[src/rtl/address_gen_pkg.sv]
// rtl/address_gen_pkg.sv - shared enums, control struct and constants for the address generator
package address_gen_pkg;

    typedef enum logic [1:0] {
        SRC_NEXTPC   = 2'd0,
        SRC_REGFILEA = 2'd1,
        SRC_APLUSB   = 2'd2,
        SRC_RSVD     = 2'd3
    } src_sel_e;

    typedef enum logic [1:0] {
        SIZE_BYTE = 2'd0,
        SIZE_HALF = 2'd1,
        SIZE_WORD = 2'd2,
        SIZE_RSVD = 2'd3
    } size_e;

    typedef enum logic {
        ST_IDLE  = 1'b0,
        ST_ISSUE = 1'b1
    } state_e;

    typedef struct packed {
        logic     start;
        logic     calc_en;
        src_sel_e src_sel;
        size_e    size;
    } ctrl_t;

    localparam ctrl_t NO_OP       = '{start: 1'b0, calc_en: 1'b0, src_sel: SRC_NEXTPC,   size: SIZE_BYTE};
    localparam ctrl_t PC_ADDR     = '{start: 1'b1, calc_en: 1'b0, src_sel: SRC_NEXTPC,   size: SIZE_WORD};
    localparam ctrl_t RFA_ADDR    = '{start: 1'b1, calc_en: 1'b0, src_sel: SRC_REGFILEA, size: SIZE_WORD};
    localparam ctrl_t APLUSB_ADDR = '{start: 1'b1, calc_en: 1'b0, src_sel: SRC_APLUSB,   size: SIZE_WORD};
    localparam ctrl_t APLUSB_CALC = '{start: 1'b0, calc_en: 1'b1, src_sel: SRC_APLUSB,   size: SIZE_WORD};

    // Reserved size behaves as word.
    function automatic logic is_misaligned(input logic [1:0] addr_lo, input size_e sz);
        case (sz)
            SIZE_BYTE: is_misaligned = 1'b0;
            SIZE_HALF: is_misaligned = addr_lo[0];
            default:   is_misaligned = |addr_lo;
        endcase
    endfunction

endpackage

[src/rtl/address_gen_unit_align_check.sv]
// rtl/address_gen_unit_align_check.sv - combinational alignment check of an address against access size
module align_check
    import address_gen_pkg::*;
(
    input  logic [1:0] addr_lo,
    input  size_e      size,
    output logic       misaligned
);

    assign misaligned = is_misaligned(addr_lo, size);

endmodule

[src/rtl/address_gen_unit.sv]
// rtl/address_gen_unit.sv - burst address generator with source select, stride and alignment check
module address_gen_unit
    import address_gen_pkg::*;
#(
    parameter int ADDR_W = 32,
    parameter int LEN_W  = 4
) (
    input  logic              clk,
    input  logic              reset,
    input  logic [1:0]        src_sel,
    input  logic              start,
    input  logic              calc_en,
    input  logic [1:0]        size,
    input  logic [LEN_W-1:0]  burst_len,
    input  logic [ADDR_W-1:0] stride,
    input  logic [ADDR_W-1:0] next_pc,
    input  logic [ADDR_W-1:0] regfile_a,
    input  logic [ADDR_W-1:0] a_reg,
    input  logic [ADDR_W-1:0] b_reg,
    output logic              addr_valid,
    input  logic              addr_ready,
    output logic [ADDR_W-1:0] address,
    output logic [1:0]        lane_sel,
    output logic [ADDR_W-1:0] calc_addr,
    output logic              busy,
    output logic              done,
    output logic              misaligned
);

    state_e             r_state;
    logic [ADDR_W-1:0]  r_address;
    logic [LEN_W-1:0]   r_beats_left;
    logic [ADDR_W-1:0]  r_stride;
    logic [ADDR_W-1:0]  r_calc_addr;
    logic               r_done;
    logic               r_misaligned;

    state_e             w_state_nxt;
    logic [ADDR_W-1:0]  w_address_nxt;
    logic [LEN_W-1:0]   w_beats_nxt;
    logic [ADDR_W-1:0]  w_stride_nxt;
    logic               w_done_nxt;
    logic               w_mis_nxt;

    ctrl_t              w_ctrl;
    logic [ADDR_W-1:0]  w_sum;
    logic [ADDR_W-1:0]  w_sel_addr;
    logic               w_misaligned;

    assign w_ctrl = '{start: start, calc_en: calc_en,
                      src_sel: src_sel_e'(src_sel), size: size_e'(size)};
    assign w_sum  = a_reg + b_reg;

    always_comb begin
        w_sel_addr = next_pc;
        case (w_ctrl.src_sel)
            SRC_REGFILEA: w_sel_addr = regfile_a;
            SRC_APLUSB:   w_sel_addr = w_sum;
            default:      w_sel_addr = next_pc;
        endcase
    end

    align_check u_align_check (
        .addr_lo    (w_sel_addr[1:0]),
        .size       (w_ctrl.size),
        .misaligned (w_misaligned)
    );

    always_comb begin
        w_state_nxt   = r_state;
        w_address_nxt = r_address;
        w_beats_nxt   = r_beats_left;
        w_stride_nxt  = r_stride;
        w_done_nxt    = 1'b0;
        w_mis_nxt     = 1'b0;
        case (r_state)
            ST_IDLE: begin
                if (w_ctrl.start) begin
                    if (w_misaligned) begin
                        w_mis_nxt = 1'b1;
                    end else begin
                        w_state_nxt   = ST_ISSUE;
                        w_address_nxt = w_sel_addr;
                        w_beats_nxt   = burst_len;
                        w_stride_nxt  = stride;
                    end
                end
            end
            ST_ISSUE: begin
                // Only the first beat is alignment-checked; later beats trust the stride.
                if (addr_ready) begin
                    if (r_beats_left != '0) begin
                        w_address_nxt = r_address + r_stride;
                        w_beats_nxt   = r_beats_left - LEN_W'(1);
                    end else begin
                        w_state_nxt = ST_IDLE;
                        w_done_nxt  = 1'b1;
                    end
                end
            end
            default: w_state_nxt = ST_IDLE;
        endcase
    end

    always_ff @(posedge clk or posedge reset) begin
        if (reset) begin
            r_state      <= ST_IDLE;
            r_address    <= '0;
            r_beats_left <= '0;
            r_stride     <= '0;
            r_done       <= 1'b0;
            r_misaligned <= 1'b0;
        end else begin
            r_state      <= w_state_nxt;
            r_address    <= w_address_nxt;
            r_beats_left <= w_beats_nxt;
            r_stride     <= w_stride_nxt;
            r_done       <= w_done_nxt;
            r_misaligned <= w_mis_nxt;
        end
    end

    always_ff @(posedge clk or posedge reset) begin
        if (reset) begin
            r_calc_addr <= '0;
        end else if (w_ctrl.calc_en) begin
            r_calc_addr <= w_sum;
        end
    end

    assign addr_valid = (r_state == ST_ISSUE);
    assign busy       = (r_state == ST_ISSUE);
    assign address    = r_address;
    assign lane_sel   = r_address[1:0];
    assign calc_addr  = r_calc_addr;
    assign done       = r_done;
    assign misaligned = r_misaligned;

endmodule

[config.mk]
export PLATFORM = sky130hd
export DESIGN_NAME = address_gen_unit
export DESIGN_NICKNAME = d
export VERILOG_FILES = /design/src/rtl/address_gen_pkg.sv /design/src/rtl/address_gen_unit_align_check.sv /design/src/rtl/address_gen_unit.sv
export SDC_FILE = /design/constraint.sdc
export NUM_CORES = 1
export LEC_CHECK = 0
export ABC_CLOCK_PERIOD_IN_PS = 4700
export BUFFER_PORTS_ARGS = -buffer_cell sky130_fd_sc_hd__buf_2
export CAP_MARGIN = 20
export CELL_PAD_IN_SITES_DETAIL_PLACEMENT = 2
export CELL_PAD_IN_SITES_GLOBAL_PLACEMENT = 2
export CORE_MARGIN = 3
export CORE_UTILIZATION = 30
export DETAILED_ROUTE_END_ITERATION = 6
export HOLD_SLACK_MARGIN = 0.03
export PLACE_DENSITY_LB_ADDON = 0.12
export SYNTH_ARGS = -nofsm -noshare
export SYNTH_HDL_FRONTEND = slang
export SYNTH_HIERARCHICAL = 1
export SYNTH_SLANG_ARGS = --single-unit
export TNS_END_PERCENT = 1
[constraint.sdc]
create_clock -name clk -period 4.7 [get_ports clk]
set_clock_uncertainty 0.1 [all_clocks]
set_input_delay 0.94 -clock clk [delete_from_list [all_inputs] [get_ports clk]]
set_output_delay 0.94 -clock clk [all_outputs]
set_load 0.03 [all_outputs]
==> results of run 1 <==
[placed cells by master (no fill, tap or decap), drive strengths merged, types with 11 or more instances in the layout]
cell type  count
dfrtp        103
xnor2         36
mux2          25
o211ai        22
a21o          38
inv           28
xor2          19
a221oi        13
nor3          28
buf          256
ha            66
o21ai         84
a22oi         11
nor2          56
a31oi         15
a21oi         81
a221o         11
nand2        181
[cell type report]
class / count / area, um^2
clock buffer: 10 / 239
sequential: 103 / 2580
inverter: 28 / 108
fill: 3141 / 16900
clock inverter: 6 / 52.6
tap: 341 / 427
multi-input combinational: 810 / 5400
timing repair buffer: 256 / 1320
[final timing paths]
| kind | from | to | cells after the start |
|---|---|---|---|
| max | a_reg[0] | address[31] | 16 |
| min | r_stride[2] | r_stride[2] | 2 |
| max reg2reg | address[0] | address[22] | 12 |
| min reg2reg | r_stride[2] | r_stride[2] | 2 |
| max in group asynchronous | reset | calc_addr[1] | 3 |
| min in group asynchronous | reset | r_stride[0] | 2 |
[cells by family after synthesis]
logic type | count (synthesis) | share of synthesized area
DFF | 103 | 0.311
AOI/OAI and AO/OA | 334 | 0.276
adders and majority gates | 68 | 0.104
xor gates and xnor gates | 55 | 0.0581
buffers and inverters | 83 | 0.0392
muxes | 29 | 0.0392
and+or+nand+nor | 324 | 0.172
[per-layer routing]
| layer | share of wire | vias to the layer above |
|---|---|---|
| met5 | 0.0022 | - |
| met4 | 0.011 | 14 |
| met3 | 0.045 | 35 |
| met2 | 0.47 | 184 |
| met1 | 0.48 | 4109 |
| li1 | - | 4046 |
[flip-flops by register name, indices dropped and copies added (netlist names)]
name          count
addr_valid        1
address          32
calc_addr        32
done              1
misaligned        1
r_beats_left      4
r_stride         32
[Yosys cell counts (3+ instances only)]
library cell,n,area (um^2)
o211ai_1,21,158
a21oi_1,80,400
nor3_1,27,135
o21ai_1,5,25.0
inv_1,26,97.6
o31ai_2,3,37.5
and3_1,7,43.8
ha_1,66,826
nor2b_1,4,25.0
a211oi_1,5,37.5
o21a_1,9,67.6
nand2_1,181,679
a22oi_1,10,75.1
buf_1,7,26.3
a2111oi_0,3,26.3
mux2_2,24,270
a31oi_1,14,87.6
nor3b_1,5,37.5
nand3_1,10,50.1
a2111oi_4,3,82.6
o21ai_0,78,390
buf_4,3,22.5
nand4_1,10,62.6
xor2_1,19,166
a21boi_0,4,30.0
mux2i_1,4,40.0
nand2b_1,6,37.5
o22ai_1,3,18.8
dfrtp_1,103,2580
a21o_1,38,285
nand3b_1,4,30.0
xnor2_1,36,315
clkbuf_1,43,161
a211o_1,4,35.0
nor2_1,56,210
a221oi_1,12,105
o211a_1,4,40.0
a221o_1,11,110
o221ai_1,3,26.3
[stage by stage]
step	power (mW)	setup slack [ns]	std cells	area, um^2	util
finish	6.39	0.833	1554	10100	0.374
CTS	6.46	0.912	1554	10100	0.374
global placement	5.52	0.622	1538	9820	0.363
global route	6.96	0.602	1554	10100	0.374
floorplan	4.38	0.956	996	8290	-
detailed placement	5.61	0.526	1538	9820	0.363
[report_power, final]
part / leakage [nW] / switching [mW] / internal [mW] / total (mW)
clock network: 0.142 / 0.403 / 0.384 / 0.787
registers: 1.25 / 0.344 / 1.24 / 1.59
logic: 3.56 / 2.53 / 1.49 / 4.02
total: 4.96 / 3.27 / 3.12 / 6.39
[worst register-to-register path, stage by stage, from the launching register on]
cell       delay (ns)
dfrtp_1          0.40
ha_1             0.22
inv_1            0.07
fa_1             0.41
and2b_4          0.29
o31ai_4          0.07
a2111oi_2        0.45
a2111oi_4        0.12
o21ai_0          0.46
a21boi_0         0.28
and3_1           0.26
a211oi_1         0.18
o21ai_0          0.12
==> results.py, run 1 <==
metrics = {
    "outcome": {
        "status": "complete, no violations",
    },
    "cells_and_area": {
        "layout-drive-gt1-share": 0.265,
        "nets": 1449,
        "diodes": 0,
        "area_growth_pct": 22.0,
    },
    "route": {
        "routed_wl_um": 33300,
        "drt_iter0_drc": 299,
        "drc": 0,
        "wl_per_cell_um": 21.5,
        "firstDrtPassIters": 4,
        "avgViaCountPerCell": 5.40,
        "route.vias.total": 8388,
        "postRouteAntennaNets": 0,
    },
    "worst_setup_path": {
        "path_buf_inv": 1,
        "cp_data_arrival_time_ns": 4.01,
        "startpoint_type": "input port",
        "cp_top_family": "compound AO/OA/AOI/OAI gates",
        "critical_path_required_ns": 4.84,
        "r2r_setup_slack_ns": 1.17,
        "cp_slowest_cell": "fa_1",
        "crit_chain": "buf_2 > ha_1 > fa_1 > a22oi_1 > o21ai_0 > a21oi_1 > nor2_1 > nor3b_2 > a21oi_1 > a21oi_1 > nand2_1 > nor2_1 > a21oi_1 > o21ai_0 > o21ai_0 > o211ai_2",
        "critPathMaxStageDelay_ns": 0.54,
        "crit_fanout": 10,
        "path_class": "in -> reg",
        "cp_common_cell": "a21oi_1",
        "end_kind": "flop",
    },
    "grt": {
        "use_met1": 0.319,
        "top_usage_layer": "met2",
        "grtUsageTotal": 0.226,
        "grtUsageMet3": 0.0364,
        "grtUsageMet2": 0.370,
        "grt_pass1_vias": 8955,
        "grt_pass1_wl_um": 52000,
        "grt_max_degree": 67,
        "antenna_found_initial": 7,
        "grt.overflow.total": 0,
    },
    "yosys": {
        "async_flop_share": 1.00,
        "synth-seq-area-share": 0.311,
        "ys_warn_count": 6,
        "yosys_register_bits": 103,
        "synth_fp_nets": 1237,
        "ys_types": 74,
        "ys.flop_type": "dfrtp_1",
        "syn_area_um2": 8290,
        "synth-edff-count": 0,
        "synth_area_per_cell_um2": 8.33,
        "synth_cells": 996,
    },
    "sta": {
        "rsz0062_at_grt": "no",
        "setup_viol": 0,
        "period_share": 0.823,
        "timing.hold.ws_ns": 0.397,
        "drv_slew": 0,
        "tightestPinTransition_ns": 0.909,
        "finalCriticalPeriod_ns": 3.87,
        "fmax_mhz": 259,
        "setup_tns_ns": 0,
        "relSlewSlack": 0.394,
        "hold_violations": 0,
    },
    "clock_network": {
        "cts_tree": "yes",
        "cts_setup_buffers": 0,
        "cts_buffers": 9,
        "postCtsResizedCells": 0,
        "clk_latency_ns": 0.37,
        "ctsHoldBuffers": 0,
        "cts-root-buf": "clkbuf_16",
        "h-tree-depth": 3,
        "clockBufferDepth": 2,
        "clk_pin_slew_ns": 0.08,
        "cts.sinks": 103,
    },
    "worst_hold_path": {
        "hold_path_class": "reg -> reg",
    },
    "job": {
        "drv_cap": 0,
    },
    "floorplanning": {
        "die_h_um": 172,
        "start_util": 0.307,
        "die_w_um": 172,
        "pin_count": 243,
        "core-area_um2": 27000,
        "rows": 60,
        "die_area_um2": 29700,
    },
    "pwr": {
        "vdd_drop_max_v": 0.000191,
        "power.static_leakage_nw": 4.96,
        "power.density_nw_per_um2": 632,
    },
    "placed_design": {
        "io_buffers": 242,
        "post-dp-hpwl_um": 26800,
        "routabilityCongestion": 0.836,
    },
}
(Power assumes the default switching activity.)
==> run 2, diff against run 1 <==
--- a/config.mk
+++ b/config.mk
@@ -5,7 +5,7 @@
 export SDC_FILE = /design/constraint.sdc
 export NUM_CORES = 1
 export LEC_CHECK = 0
-export ABC_CLOCK_PERIOD_IN_PS = 4700
+export ABC_CLOCK_PERIOD_IN_PS = 3890
 export BUFFER_PORTS_ARGS = -buffer_cell sky130_fd_sc_hd__buf_2
 export CAP_MARGIN = 20
 export CELL_PAD_IN_SITES_DETAIL_PLACEMENT = 2
==> constraint.sdc (replaced) <==
create_clock -name clk -period 3.89 [get_ports clk]
set_clock_uncertainty 0.1 [all_clocks]
set_input_delay 0.778 -clock clk [delete_from_list [all_inputs] [get_ports clk]]
set_output_delay 0.778 -clock clk [all_outputs]
set_load 0.03 [all_outputs]
==> run 2 against run 1 <==
Effect of this change:
- final cell count increased by 0.51%
- via count increased by 1.8%
- non-clock buffer count increased by 7
- total power increased by 22%
- worst hold slack improved by 0.0024 ns
- combinational power increased by 22%
- clock-buffer cell count unchanged
- routed wire length increased by 2.2%
- critical path depth decreased by 4
- critical path type is now reg -> reg
- critical endpoint is now address[22]
- largest cell class unchanged
==> results.py, run 2 (synthesized netlist as in run 1, its figures left out) <==
metrics = {
    "route": {
        "wl_met2_um": 16200,
        "drc": 0,
        "met3WireLength_um": 1310,
        "avgViaCountPerCell": 5.47,
        "wl_per_cell_um": 21.8,
        "top_layer": "met5",
        "drt_iter0_drc": 296,
        "routed_wl_um": 34100,
        "wl_met1_um": 16300,
        "postRouteAntennaNets": 0,
        "firstDrtPassIters": 5,
        "route.vias.total": 8538,
    },
    "sta": {
        "setup_viol": 0,
        "relSlewSlack": 0.493,
        "finalCriticalPeriod_ns": 3.58,
        "tightestPinTransition_ns": 0.760,
        "fmax_mhz": 279,
        "drv_slew": 0,
        "rsz0062_at_grt": "no",
        "postLayoutSetupSlackWorst_ns": 0.310,
        "hold_violations": 0,
        "period_share": 0.920,
    },
    "placed_design": {
        "post-dp-hpwl_um": 27400,
        "pre_cts_slack_ns": -0.0356,
        "dpl_cell_area_um2": 9890,
        "io_buffers": 242,
        "routabilityCongestion": 0.886,
        "place_inst": 1545,
    },
    "pwr": {
        "power.density_nw_per_um2": 765,
        "power.static_leakage_nw": 4.99,
        "vdd_drop_max_v": 0.000239,
        "report.power.total_mw": 7.79,
    },
    "floorplanning": {
        "die_area_um2": 29700,
        "start_util": 0.307,
        "die_w_um": 172,
        "rows": 60,
        "die_h_um": 172,
        "core-area_um2": 27000,
        "pin_count": 243,
    },
    "grt": {
        "antenna_found_initial": 8,
        "grtUsageTotal": 0.230,
        "grt_max_degree": 51,
        "grt_pass1_vias": 9073,
        "grt_pass1_wl_um": 52900,
        "grt.overflow.total": 0,
    },
    "clock_network": {
        "cts.sinks": 103,
        "cts-root-buf": "clkbuf_16",
        "cts_setup_buffers": 0,
        "clockBufferDepth": 2,
        "h-tree-depth": 3,
        "clk_pin_slew_ns": 0.08,
        "postCtsResizedCells": 0,
        "cts_buffers": 9,
        "clk_latency_ns": 0.37,
        "cts_tree": "yes",
        "ctsHoldBuffers": 0,
    },
    "cells_and_area": {
        "final_area_um2": 10200,
        "mostFrequentLayoutCells": "buf_2, nand2_1, dfrtp_1, a21oi_1, o21ai_0",
        "area_growth_pct": 22.8,
        "nets": 1456,
        "layout-drive-gt1-share": 0.270,
        "mostFrequentLayoutCell": "buf_2",
        "final_cells": 1562,
    },
    "worst_setup_path": {
        "path_buf_inv": 1,
        "cp_data_arrival_time_ns": 3.72,
        "crit_chain": "ha_1 > inv_1 > fa_1 > and2b_4 > o31ai_4 > a2111oi_2 > a2111oi_4 > o21ai_0 > a21boi_0 > and3_1 > a211oi_1 > o21ai_0",
        "crit_fanout": 4,
        "rr_worst_depth": 12,
        "worstSetupStartpoint": "address[0]",
        "crit_cells": 12,
        "critPathMaxStageDelay_ns": 0.45,
        "cp_slowest_cell": "a2111oi_2",
        "reg2reg_from": "address[0]",
        "path_class": "reg -> reg",
        "cp_common_cell": "o21ai_0",
        "rr_endpoint": "address[22]",
        "cp_top_family": "compound AO/OA/AOI/OAI gates",
        "r2r_setup_slack_ns": 0.31,
        "startpoint_type": "flop",
        "end_kind": "flop",
        "critical_path_required_ns": 4.03,
        "critPathCapture": "address[22]",
    },
    "outcome": {
        "status": "complete, no violations",
    },
    "worst_hold_path": {
        "hold_path_class": "reg -> reg",
    },
    "job": {
        "drv_cap": 0,
    },
}
[run 2: cell types whose count changed in the layout (fill, tap and decap cells not counted)]
cell        delta
buf_12         +1
buf_4          +6
clkinv_2       -1
clkinvlp_4     +1
diode_2        +1
inv_6          +1
inv_8          -1
[run 2: area by class of cell]
cell class                 instances  area (um^2)
inverter                          28          108
clock buffer                      10          239
timing repair buffer             263         1380
multi-input combinational        810         5400
tap                              341          427
fill                            3197        16800
antenna                            1         2.50
clock inverter                     6         52.6
sequential                       103         2580
[run 2: report_power, final]
group,internal (mW),switching [mW]
sequential,1.50,0.409
clock,0.463,0.492
combinational,1.83,3.09
total,3.80,3.99
[run 2: per-stage QoR]
stage	hold slack, ns	TNS [ns]	util
6_report	0.399	0	0.377
5_1_grt	0.429	0	0.377
4_1_cts	0.405	0	0.377
3_5_place_dp	0.376	-0.0356	0.366
3_3_place_gp	0.371	0	0.366
2_1_floorplan	0.350	0	-
[run 2: worst min-delay path by stage]
stage / from / endpoint / cells after the start
2_1_floorplan: r_stride[0] / r_stride[0] / 2
3_3_place_gp: r_stride[15] / r_stride[15] / 2
3_5_place_dp: r_stride[10] / r_stride[10] / 2
4_1_cts: r_stride[15] / r_stride[15] / 2
5_1_grt: calc_addr[27] / calc_addr[27] / 1
6_report: r_stride[15] / r_stride[15] / 2
[run 2: per-layer routing]
| layer | vias up | global-route usage |
|---|---|---|
| li1 | 4056 | - |
| met1 | 4282 | 0.322 |
| met2 | 157 | 0.383 |
| met3 | 29 | 0.0368 |
| met4 | 14 | 0.0375 |
| met5 | - | 0 |
[run 2: worst register-to-register path, delay by kind of cell (launching register included)]
| kind | cells | cell delay, ns |
|---|---|---|
| AOI/OAI and AO/OA | 7 | 1.68 |
| and+or+nand+nor | 2 | 0.57 |
| buffers and inverters | 1 | 0.07 |
| adders and majority gates | 2 | 0.63 |
| DFF | 1 | 0.40 |
==> run 3, diff against run 2 <==
--- a/config.mk
+++ b/config.mk
@@ -17,6 +17,5 @@
 export PLACE_DENSITY_LB_ADDON = 0.12
 export SYNTH_ARGS = -nofsm -noshare
 export SYNTH_HDL_FRONTEND = slang
-export SYNTH_HIERARCHICAL = 1
 export SYNTH_SLANG_ARGS = --single-unit
 export TNS_END_PERCENT = 1
==> run 3 against run 2 <==
Effect of this change:
- critical path depth unchanged
- sequential cell count unchanged
- clock-buffer cell count unchanged
- setup slack better by 0.072 ns
- clock power down 6.0%
- synthesized cell count down 1.0%
- sequential share of layout area down 0.30 points
- sequential power up 3%
- synthesized area up 0.83%
- global-route usage up 1.6 points
- final area up 1.2%
==> results.py, run 3 <==
metrics = {
    "yosys": {
        "synth.most_common_cell": "nand2_1",
        "ys_types": 83,
        "ys_top_cells_by_area": "dfrtp_1, ha_1, nand2_1",
        "synth_area_per_cell_um2": 8.48,
        "synth_compound_area_frac": 0.260,
        "async_flop_share": 1.00,
        "syn_area_um2": 8360,
        "synth_top_area_share": 0.308,
        "ys_warn_count": 0,
        "muxShareOfSynthArea": 0.0507,
        "synthTopCellsByCount": "nand2_1, dfrtp_1, a21oi_1, ha_1, nor2_1",
        "yosys.area_share.simple": 0.180,
        "synth_cells": 986,
        "synth-edff-count": 0,
        "synth_top_family_by_area": "compound AO/OA/AOI/OAI gates",
        "synth-xor-area-share": 0.0555,
        "synth-seq-area-share": 0.308,
        "yosys_register_bits": 103,
        "ys.flop_type": "dfrtp_1",
        "synth_fp_nets": 1227,
        "synth_fa_ha_area_frac": 0.104,
        "synth_top_area_cell": "dfrtp_1",
    },
    "clock_network": {
        "clk_pin_slew_ns": 0.08,
        "cts_tree": "yes",
        "postCtsResizedCells": 0,
        "cts_buffers": 9,
        "ctsHoldBuffers": 0,
        "cts.sinks": 103,
        "cts-root-buf": "clkbuf_16",
        "h-tree-depth": 3,
        "cts_setup_buffers": 0,
        "clk_latency_ns": 0.35,
        "clockBufferDepth": 2,
    },
    "grt": {
        "antenna_found_initial": 4,
        "use_met1": 0.327,
        "grt_max_degree": 68,
        "grt_pass1_vias": 9389,
        "grtUsageTotal": 0.247,
        "grtUsageMet3": 0.0327,
        "grt.overflow.total": 0,
        "grtUsageMet2": 0.421,
        "top_usage_layer": "met2",
        "grt_pass1_wl_um": 57400,
    },
    "floorplanning": {
        "die_h_um": 173,
        "pin_count": 243,
        "die_area_um2": 29900,
        "start_util": 0.308,
        "die_w_um": 173,
        "rows": 60,
        "core-area_um2": 27200,
    },
    "worst_setup_path": {
        "path_class": "in -> reg",
        "cp_data_arrival_time_ns": 3.65,
        "startpoint_type": "input port",
        "end_kind": "flop",
        "critical_path_required_ns": 4.04,
        "crit_fanout": 5,
    },
    "route": {
        "wl_per_cell_um": 23.5,
        "drc": 0,
        "drt_iter0_drc": 509,
        "route.vias.total": 8655,
        "postRouteAntennaNets": 0,
        "firstDrtPassIters": 5,
        "avgViaCountPerCell": 5.43,
        "routed_wl_um": 37500,
    },
    "pwr": {
        "power.internal_mw": 4.00,
        "power.density_nw_per_um2": 800,
        "power.static_leakage_nw": 5.05,
        "vdd_drop_max_v": 0.000299,
        "p_clk_frac": 0.109,
        "power.net_switching_mw": 4.25,
        "p_sw_frac": 0.515,
        "power_frac_seq": 0.238,
        "report.power.total_mw": 8.25,
        "combPwrFrac": 0.653,
    },
    "sta": {
        "hold_violations": 0,
        "relSlewSlack": 0.297,
        "setup_viol": 0,
        "period_share": 0.902,
        "drv_slew": 0,
        "finalCriticalPeriod_ns": 3.51,
        "rsz0062_at_grt": "no",
        "setup_tns_ns": 0,
        "tightestPinTransition_ns": 1.05,
        "fmax_mhz": 285,
    },
    "cells_and_area": {
        "area_growth_pct": 23.3,
        "final_area_um2": 10300,
        "mostFrequentLayoutCell": "buf_2",
        "fill_cells": 3196,
        "layout-drive-gt1-share": 0.281,
        "mostFrequentLayoutCells": "buf_2, nand2_1, dfrtp_1, a21oi_1, ha_1",
        "nets": 1454,
    },
    "job": {
        "drv_cap": 0,
    },
    "outcome": {
        "status": "complete, no violations",
    },
    "worst_hold_path": {
        "hold_path_class": "in -> async",
    },
    "placed_design": {
        "dpl_cell_area_um2": 10000,
        "io_buffers": 242,
        "routabilityCongestion": 0.888,
        "post-dp-hpwl_um": 30700,
    },
}
==> run 3: cell types whose count changed after synthesis, sizes merged, moves of 8 or more <==
cell,before,now
o21ai,84,65
nand2,181,159
a21oi,81,95
nand3,10,23
o211ai,22,14
a2111oi,8,0
mux2i,4,12
==> run 3: metal layers <==
| layer | vias up | routed length [um] |
|---|---|---|
| met1 | 4324 | 16800 |
| met3 | 46 | 1340 |
| li1 | 4051 | - |
| met2 | 234 | 18200 |
| met4 | 0 | 1140 |
| met5 | - | 0 |
==> run 3: kinds of logic after synthesis <==
kind of cell / after synthesis
buffers and inverters: 77
AND/OR/NAND/NOR: 324
flip-flops: 103
XOR/XNOR: 53
adder cells (fa/ha/maj): 68
multiplexers: 39
AO/OA/AOI/OAI: 322
==> run 3: layout make-up <==
cell class	instances	area, um^2	share of cell area
Inverter	25	96.3	0.00935
Sequential cell	103	2580	0.250
Timing Repair Buffer	268	1440	0.140
Multi-Input combinational cell	806	5450	0.528
Clock buffer	10	229	0.0222
Clock inverter	6	37.5	0.00364
Antenna cell	4	10.0	0.000971
Tap cell	372	465	0.0452
==> run 3: power groups by stage <==
stage          registers [mW]  clock network, mW  logic, mW
6_report                 1.97              0.899       5.38
5_1_grt                  2.03              0.967       5.94
4_1_cts                  1.97              0.930       5.40
3_5_place_dp             1.99                  0       5.37
3_3_place_gp             1.98                  0       5.25
2_1_floorplan            2.30                  0       3.36
==> run 3: path summary, 6_finish.rpt <==
check	start	end	slack (ns)	cells past startpoint
setup / recovery	a_reg[0]	address[28]	0.38	12
hold / removal	reset	r_stride[23]	0.36	2
setup reg to reg	address[0]	address[28]	0.61	12
hold reg to reg	r_stride[24]	r_stride[24]	0.39	2
max in group asynchronous	reset	r_stride[1]	2.54	3
min in group clk	r_stride[24]	r_stride[24]	0.39	2
==> run 3: per-stage QoR <==
stage	utilization	worst slack (ns)	hold slack (ns)	instances
floorplan	-	0.308	0.350	986
detailed placement	0.369	0.0261	0.376	1574
global placement	0.369	0.0975	0.366	1574
CTS	0.379	0.407	0.381	1590
global route	0.379	0.212	0.397	1594
finish	0.379	0.382	0.364	1594
==> run 3: critical path, stage by stage <==
cell	delay (ns)
buf_2	0.10
ha_1	0.23
fa_1	0.44
a211oi_2	0.32
o21ai_1	0.13
a21oi_2	0.22
a221o_1	0.19
nand3_1	0.23
a221oi_2	0.39
nor3_1	0.09
a31o_1	0.22
a211o_1	0.30
